--- src/rtl/marin_uart_rx_pkg.sv ---
// rtl/marin_uart_rx_pkg.sv - shared types and constants for the Marin UART receiver
package marin_uart_rx_pkg;

  typedef enum logic [2:0] {
    ST_IDLE,
    ST_START,
    ST_DATA,
    ST_PARITY,
    ST_STOP,
    ST_WAIT_HIGH
  } state_t;

  localparam logic [1:0] DATA_OFS = 2'd0;
  localparam logic [1:0] STAT_OFS = 2'd2;

  localparam int STAT_NEMPTY = 0;
  localparam int STAT_FULL   = 1;
  localparam int STAT_OVR    = 2;
  localparam int STAT_FERR   = 3;
  localparam int STAT_PERR   = 4;

endpackage

--- src/rtl/marin_uart_rx_fifo.sv ---
// rtl/marin_uart_rx_fifo.sv - 8-bit first-word-fall-through FIFO, depth 2**FIFO_AW
module marin_uart_rx_fifo #(
  parameter int FIFO_AW = 4
) (
  input  logic       i_clk,
  input  logic       i_rst,
  input  logic       i_push,
  input  logic       i_pop,
  input  logic [7:0] i_data,
  output logic [7:0] o_data,
  output logic       o_empty,
  output logic       o_full
);

  logic [7:0]       r_mem [2**FIFO_AW];
  logic [FIFO_AW:0] r_wr;
  logic [FIFO_AW:0] r_rd;
  logic             w_do_pop;
  logic             w_do_push;

  assign o_empty   = (r_wr == r_rd);
  assign o_full    = (r_wr[FIFO_AW] != r_rd[FIFO_AW]) &&
                     (r_wr[FIFO_AW-1:0] == r_rd[FIFO_AW-1:0]);
  assign w_do_pop  = i_pop && !o_empty;
  // A pop in the same cycle frees the slot, so a push into a full FIFO still lands.
  assign w_do_push = i_push && (!o_full || w_do_pop);
  assign o_data    = r_mem[r_rd[FIFO_AW-1:0]];

  always_ff @(posedge i_clk or posedge i_rst) begin
    if (i_rst) begin
      r_wr <= '0;
      r_rd <= '0;
    end else begin
      if (w_do_push) r_wr <= r_wr + 1'b1;
      if (w_do_pop)  r_rd <= r_rd + 1'b1;
    end
  end

  always_ff @(posedge i_clk) begin
    if (w_do_push) r_mem[r_wr[FIFO_AW-1:0]] <= i_data;
  end

endmodule

--- src/rtl/marin_uart_rx.sv ---
// rtl/marin_uart_rx.sv - Wishbone UART receiver with RX FIFO; MARIN_UART_RX_PARITY_EN adds 8E1 parity
module marin_uart_rx
  import marin_uart_rx_pkg::*;
#(
  parameter int CLKS_PER_BIT = 434,
  parameter int FIFO_AW      = 4
) (
  input  logic        clk_i,
  input  logic        rst_i,
  input  logic [15:0] wb_dat_i,
  output logic [15:0] wb_dat_o,
  input  logic [31:0] wb_adr_i,
  input  logic [1:0]  wb_sel_i,
  input  logic        wb_we_i,
  input  logic        wb_cyc_i,
  input  logic        wb_stb_i,
  output logic        wb_ack_o,
  input  logic        rx_i,
  output logic        irq_o
);

  localparam int CW = $clog2(CLKS_PER_BIT);
  localparam logic [CW-1:0] HALF_BIT = CW'(CLKS_PER_BIT / 2 - 1);
  localparam logic [CW-1:0] FULL_BIT = CW'(CLKS_PER_BIT - 1);

  logic          r_sync1, r_sync2, r_rx_d;
  state_t        r_state, w_state_nxt;
  logic [CW-1:0] r_cnt, w_cnt_nxt;
  logic [2:0]    r_bit, w_bit_nxt;
  logic [7:0]    r_shift, w_shift_nxt;
  logic          w_rx, w_expire;
  logic          w_push_req, w_ferr_set, w_perr_set;
  logic          r_ack, r_ovr, r_ferr, r_perr, r_irq;
  logic [15:0]   r_dat;
  logic          w_req, w_sel_stat, w_sel_data, w_pop, w_clr;
  logic          w_empty, w_full, w_ovr_set;
  logic [7:0]    w_head;
  logic [15:0]   w_status;
  logic          w_unused;
`ifdef MARIN_UART_RX_PARITY_EN
  logic          r_par_bad, w_par_bad_nxt;
`endif

  assign w_unused = ^{wb_sel_i, wb_adr_i[31:2], wb_adr_i[0], wb_dat_i[15:4], wb_dat_i[1:0]};

  always_ff @(posedge clk_i or posedge rst_i) begin
    if (rst_i) begin
      r_sync1 <= 1'b1;
      r_sync2 <= 1'b1;
      r_rx_d  <= 1'b1;
    end else begin
      r_sync1 <= rx_i;
      r_sync2 <= r_sync1;
      r_rx_d  <= r_sync2;
    end
  end

  assign w_rx     = r_sync2;
  assign w_expire = (r_cnt == '0);

  always_ff @(posedge clk_i or posedge rst_i) begin
    if (rst_i) begin
      r_state   <= ST_IDLE;
      r_cnt     <= '0;
      r_bit     <= '0;
      r_shift   <= '0;
`ifdef MARIN_UART_RX_PARITY_EN
      r_par_bad <= 1'b0;
`endif
    end else begin
      r_state   <= w_state_nxt;
      r_cnt     <= w_cnt_nxt;
      r_bit     <= w_bit_nxt;
      r_shift   <= w_shift_nxt;
`ifdef MARIN_UART_RX_PARITY_EN
      r_par_bad <= w_par_bad_nxt;
`endif
    end
  end

  always_comb begin
    w_state_nxt = r_state;
    w_cnt_nxt   = w_expire ? r_cnt : r_cnt - 1'b1;
    w_bit_nxt   = r_bit;
    w_shift_nxt = r_shift;
    w_push_req  = 1'b0;
    w_ferr_set  = 1'b0;
    w_perr_set  = 1'b0;
`ifdef MARIN_UART_RX_PARITY_EN
    w_par_bad_nxt = r_par_bad;
`endif
    case (r_state)
      ST_IDLE: begin
        if (r_rx_d && !w_rx) begin
          w_state_nxt = ST_START;
          w_cnt_nxt   = HALF_BIT;
        end
      end
      ST_START: begin
        if (w_expire) begin
          if (!w_rx) begin
            w_state_nxt = ST_DATA;
            w_cnt_nxt   = FULL_BIT;
            w_bit_nxt   = 3'd0;
          end else begin
            w_state_nxt = ST_IDLE;
          end
        end
      end
      ST_DATA: begin
        if (w_expire) begin
          w_shift_nxt = {w_rx, r_shift[7:1]};
          w_cnt_nxt   = FULL_BIT;
          w_bit_nxt   = r_bit + 1'b1;
          if (r_bit == 3'd7) begin
`ifdef MARIN_UART_RX_PARITY_EN
            w_state_nxt = ST_PARITY;
`else
            w_state_nxt = ST_STOP;
`endif
          end
        end
      end
`ifdef MARIN_UART_RX_PARITY_EN
      ST_PARITY: begin
        if (w_expire) begin
          w_par_bad_nxt = w_rx ^ (^r_shift);
          w_cnt_nxt     = FULL_BIT;
          w_state_nxt   = ST_STOP;
        end
      end
`endif
      ST_STOP: begin
        if (w_expire) begin
          if (w_rx) begin
            w_state_nxt = ST_IDLE;
`ifdef MARIN_UART_RX_PARITY_EN
            w_push_req  = !r_par_bad;
            w_perr_set  = r_par_bad;
`else
            w_push_req  = 1'b1;
`endif
          end else begin
            w_state_nxt = ST_WAIT_HIGH;
            w_ferr_set  = 1'b1;
          end
        end
      end
      ST_WAIT_HIGH: begin
        if (w_rx) w_state_nxt = ST_IDLE;
      end
      default: w_state_nxt = ST_IDLE;
    endcase
  end

  marin_uart_rx_fifo #(.FIFO_AW(FIFO_AW)) u_fifo (
    .i_clk   (clk_i),
    .i_rst   (rst_i),
    .i_push  (w_push_req),
    .i_pop   (w_pop),
    .i_data  (w_shift_nxt),
    .o_data  (w_head),
    .o_empty (w_empty),
    .o_full  (w_full)
  );

  // Pop and flag clears commit on the edge that raises ack, so they are visible in the ack cycle.
  assign w_req      = wb_cyc_i && wb_stb_i && !r_ack;
  assign w_sel_stat = (wb_adr_i[1] == STAT_OFS[1]);
  assign w_sel_data = (wb_adr_i[1] == DATA_OFS[1]);
  assign w_pop      = w_req && !wb_we_i && w_sel_data && !w_empty;
  assign w_clr      = w_req && wb_we_i && w_sel_stat;
  assign w_ovr_set  = w_push_req && w_full && !w_pop;

  always_comb begin
    w_status              = '0;
    w_status[STAT_NEMPTY] = !w_empty;
    w_status[STAT_FULL]   = w_full;
    w_status[STAT_OVR]    = r_ovr;
    w_status[STAT_FERR]   = r_ferr;
`ifdef MARIN_UART_RX_PARITY_EN
    w_status[STAT_PERR]   = r_perr;
`endif
  end

  always_ff @(posedge clk_i or posedge rst_i) begin
    if (rst_i) begin
      r_ack  <= 1'b0;
      r_dat  <= '0;
      r_ovr  <= 1'b0;
      r_ferr <= 1'b0;
      r_perr <= 1'b0;
      r_irq  <= 1'b0;
    end else begin
      r_ack <= w_req;
      if (w_req) begin
        if (wb_we_i)         r_dat <= '0;
        else if (w_sel_stat) r_dat <= w_status;
        else if (!w_empty)   r_dat <= {8'h00, w_head};
        else                 r_dat <= '0;
      end
      r_ovr  <= w_ovr_set  || (r_ovr  && !(w_clr && wb_dat_i[STAT_OVR]));
      r_ferr <= w_ferr_set || (r_ferr && !(w_clr && wb_dat_i[STAT_FERR]));
`ifdef MARIN_UART_RX_PARITY_EN
      r_perr <= w_perr_set || (r_perr && !(w_clr && wb_dat_i[STAT_PERR]));
`else
      r_perr <= w_perr_set;
`endif
      r_irq  <= !w_empty;
    end
  end

  assign wb_ack_o = r_ack;
  assign wb_dat_o = r_dat;
  assign irq_o    = r_irq;

endmodule

--- config.mk ---
export PLATFORM = sky130hd
export DESIGN_NAME = marin_uart_rx
export DESIGN_NICKNAME = d
export VERILOG_FILES = /design/src/rtl/marin_uart_rx_pkg.sv /design/src/rtl/marin_uart_rx_fifo.sv /design/src/rtl/marin_uart_rx.sv
export SDC_FILE = /design/constraint.sdc
export NUM_CORES = 1
export LEC_CHECK = 0
export BUFFER_PORTS_ARGS = -buffer_cell sky130_fd_sc_hd__buf_4
export CELL_PAD_IN_SITES_DETAIL_PLACEMENT = 0
export CELL_PAD_IN_SITES_GLOBAL_PLACEMENT = 1
export CORE_MARGIN = 3
export CORE_UTILIZATION = 39
export CTS_CLUSTER_DIAMETER = 200
export DETAILED_ROUTE_END_ITERATION = 7
export PLACE_DENSITY = 0.65
export SKIP_CTS_REPAIR_TIMING = 1
export SYNTH_ARGS = -nofsm -noshare
export SYNTH_HDL_FRONTEND = slang
export SYNTH_SLANG_ARGS = --single-unit
--- constraint.sdc ---
create_clock -name clk_i -period 2.4 [get_ports clk_i]
set_input_delay 0.36 -clock clk_i [delete_from_list [all_inputs] [get_ports clk_i]]
set_output_delay 0.36 -clock clk_i [all_outputs]
set_load 0.01 [all_outputs]
==> impl_metrics.tcl <==
set metrics [dict create \
    status "finished clean" \
    hold_start "rx_i" \
    synth_compound_area_share_pct 5.83 \
    io_buffers 18 \
    overflow 0 \
    grt_pass1_wl_um 25400 \
    drt-met1-wl_um 7390 \
    ys_ff_latch 176 \
    fin_crit_sh_pct 95.3 \
    antenna_found_initial 0 \
    via_per_inst 5.29 \
    core.rowCount 50 \
    wl_per_cell_um 20.0 \
    hold_ws_ps 46.8 \
    muxShareOfSynthArea_pct 13.3 \
    cts_root_buf "clkbuf_16" \
    ir_worst_vdd_v 0.000544 \
    die_h_um 145 \
    yosysWarnings 0 \
    crit_path_end_kind "register" \
    boundaryPins 74 \
    arrival_ps 2410 \
    grt_usage_pct 15.9 \
    area_growth_pct 21.0 \
    fillers 1624 \
    p_leak_nw 3.41 \
    first_iter_violations 251 \
    hpwlAfterDp_um 10600 \
    criticalPathCategory "register to register" \
    die-area_mm2 0.0210 \
    drt.antenna.violating_nets 0 \
    rsz0062_at_grt "no" \
    skew_ps 10.2 \
    synth-async-reset-ratio_pct 27.3 \
    drt_wl_total_um 16100 \
    vias 4260 \
    synth_xor_area_share_pct 1.74 \
    synth_enable_flop_cells 128 \
    initial_core_util_pct 40.0 \
    slew_headroom_pct 62.8 \
    yosys-top-cells-area "edfxtp_1 51%, dfrtp_1 15%, mux4_2 7.8%" \
    syn_area_mm2 0.00753 \
    n_antenna_cell 0 \
    synth-simple-area-share_pct 7.71 \
    synth_top_area_cell "edfxtp_1" \
    clock.fmax_mhz 437 \
    crit_path_start_kind "register" \
    cts_buffer_depth 2 \
    cpMaxStageDelayCell "mux2_2" \
    synth_fa_ha_area_share_pct 1.50 \
    fin_ws_ps 112 \
    dr.max_layer_used "met4" \
    ff2ff_path_depth 7 \
    syn_inst 470 \
    drive_above_1_share_pct 30.6 \
    drv_slew 0 \
    yosysSeqAreaShare_pct 67.0 \
    crit_chain "inv_1, ha_2, or3b_1, nor3_4, buf_4, nand2_2, mux2_2" \
    fin_nets 597 \
    timing.rr.end "u_fifo.r_mem[0][0]" \
    cts_sinks 176 \
    synth_top_flop_cell "edfxtp_1" \
    drt_first_pass_iters 4 \
    tightest_slew_ps 553 \
    place_ws_ps -61.7 \
    wl_met2_um 7920 \
    ys_types 63 \
    place_congestion 0.808 \
    period_minus_slack_ps 2290 \
    drv_cap 0 \
    wl_met3_um 641 \
    cts_made_buffers 17 \
    clkTransAtPathRegs_ps 70 \
    postLayoutCoreUtil_pct 48.4 \
    avgSynthCellArea_um2 16.0 \
    cp_slowest_stage_delay_ps 450 \
    whs_endpoint "r_sync1" \
    synth_top_family_by_area "multiplexers" \
    route.detailed.drc 0 \
    finalHoldViolations 0 \
    r2r-start "r_cnt[1]" \
    critPathRequiredTime_ps 2520 \
    min_path_type "input port to register" \
    min_path_cells 1 \
    coreArea_mm2 0.0188 \
    die_w_um 145 \
    yosysTopAreaCellShare_pct 51.0 \
    cts_max_level 4 \
    grt_max_degree 34 \
    setup_viol 0 \
    rrSetupSlack_ps 110 \
    grt_pass1_vias 4277 \
    path_max_fanout 17 \
    clk-insertion-delay-late_ps 420 \
    tritoncts "yes" \
    p_per_area_mw_per_mm2 881 \
]
==> cells in the final DEF, fill, tap and decap left out, drive strengths merged, types with 8 or more instances in the layout <==
cell,n
inv,16
mux2,22
a21oi,10
ha,9
clkbuf,17
o21ai,8
dfrtp,45
mux4,26
nand2,18
nor2,13
buf,66
mux2i,17
xnor2,13
nor2b,11
conb,8
edfxtp,128
and3,15
==> cells by family after synthesis <==
family	count (synthesis)
adder cells (fa/ha/maj)	9
XOR/XNOR	15
AO/OA/AOI/OAI	61
multiplexers	65
AND/OR/NAND/NOR	100
other	1
buffers and inverters	43
flip-flops	176
==> routing by layer <==
metal | up-vias | global-route usage, %
li1 | 1948 | -
met1 | 2210 | 22.5
met2 | 85 | 25.0
met3 | 17 | 3.15
met4 | 0 | 5.13
met5 | - | 0
==> synth_stat cells (3+ instances only) <==
cell,count
a211oi_1,4
a21oi_1,10
and2_1,3
and3_1,15
buf_1,4
buf_2,10
buf_4,10
clkbuf_1,7
dfrtp_1,45
dfstp_2,3
edfxtp_1,128
ha_1,9
inv_1,11
mux2_2,22
mux2i_1,17
mux4_2,26
nand2_1,18
nand2b_1,5
nand3_1,4
nand4_1,5
nor2_1,13
nor2b_1,11
nor3_1,6
nor3b_1,3
o211ai_1,5
o21ai_0,7
o22ai_1,6
o31ai_1,4
xnor2_1,13
==> critical path: cells and delay by family (launching register included) <==
family,cells,cell delay (ps)
adder cells (fa/ha/maj),1,160
multiplexers,1,450
buffers and inverters,2,230
flip-flops,1,380
AND/OR/NAND/NOR,3,750
==> sequential cells by signal (all words and copies together) (netlist names), 3 cells and up <==
name          cells
u_fifo.r_mem    128
r_cnt             9
r_shift           8
wb_dat_o          8
u_fifo.r_rd       5
u_fifo.r_wr       5
r_bit             3
r_state           3
==> stage by stage <==
step           cell area, um^2  TNS (ps)  power, W  std cells
2_1_floorplan             7590      -108   0.00462        477
5_1_grt                   9110         0   0.00839        805
3_3_place_gp              8410      -194   0.00505        770
3_5_place_dp              8410     -2420   0.00507        770
6_report                  9110         0   0.00803        805
4_1_cts                   9060     -5920   0.00811        802
==> cell type report <==
cell class | instances | area [um^2] | share of cell area, %
Sequential cell | 176 | 5050 | 55.4
Clock buffer | 17 | 425 | 4.67
Tap cell | 260 | 325 | 3.57
Inverter | 12 | 45.0 | 0.494
Timing Repair Buffer | 67 | 693 | 7.61
Multi-Input combinational cell | 258 | 2340 | 25.7
Clock inverter | 15 | 230 | 2.53
==> worst max-delay path by stage <==
stage          cells after the start  startpoint  slack [ps]                 end
6_report                           7    r_cnt[1]         110  u_fifo.r_mem[0][0]
5_1_grt                            8    r_cnt[1]           2  u_fifo.r_mem[3][6]
4_1_cts                            5     r_sync2         -70  u_fifo.r_mem[3][0]
3_5_place_dp                       5     r_sync2         -60  u_fifo.r_mem[3][6]
3_3_place_gp                       5     r_sync2         -20  u_fifo.r_mem[3][6]
2_1_floorplan                     12    r_cnt[0]        -110            r_cnt[0]
==> report_power, final <==
group,internal (W),switching (W)
clock network,0.00186,0.00117
logic,0.000695,0.000747
registers,0.00337,0.000195
Note: power is estimated with default switching activity, not from simulation.
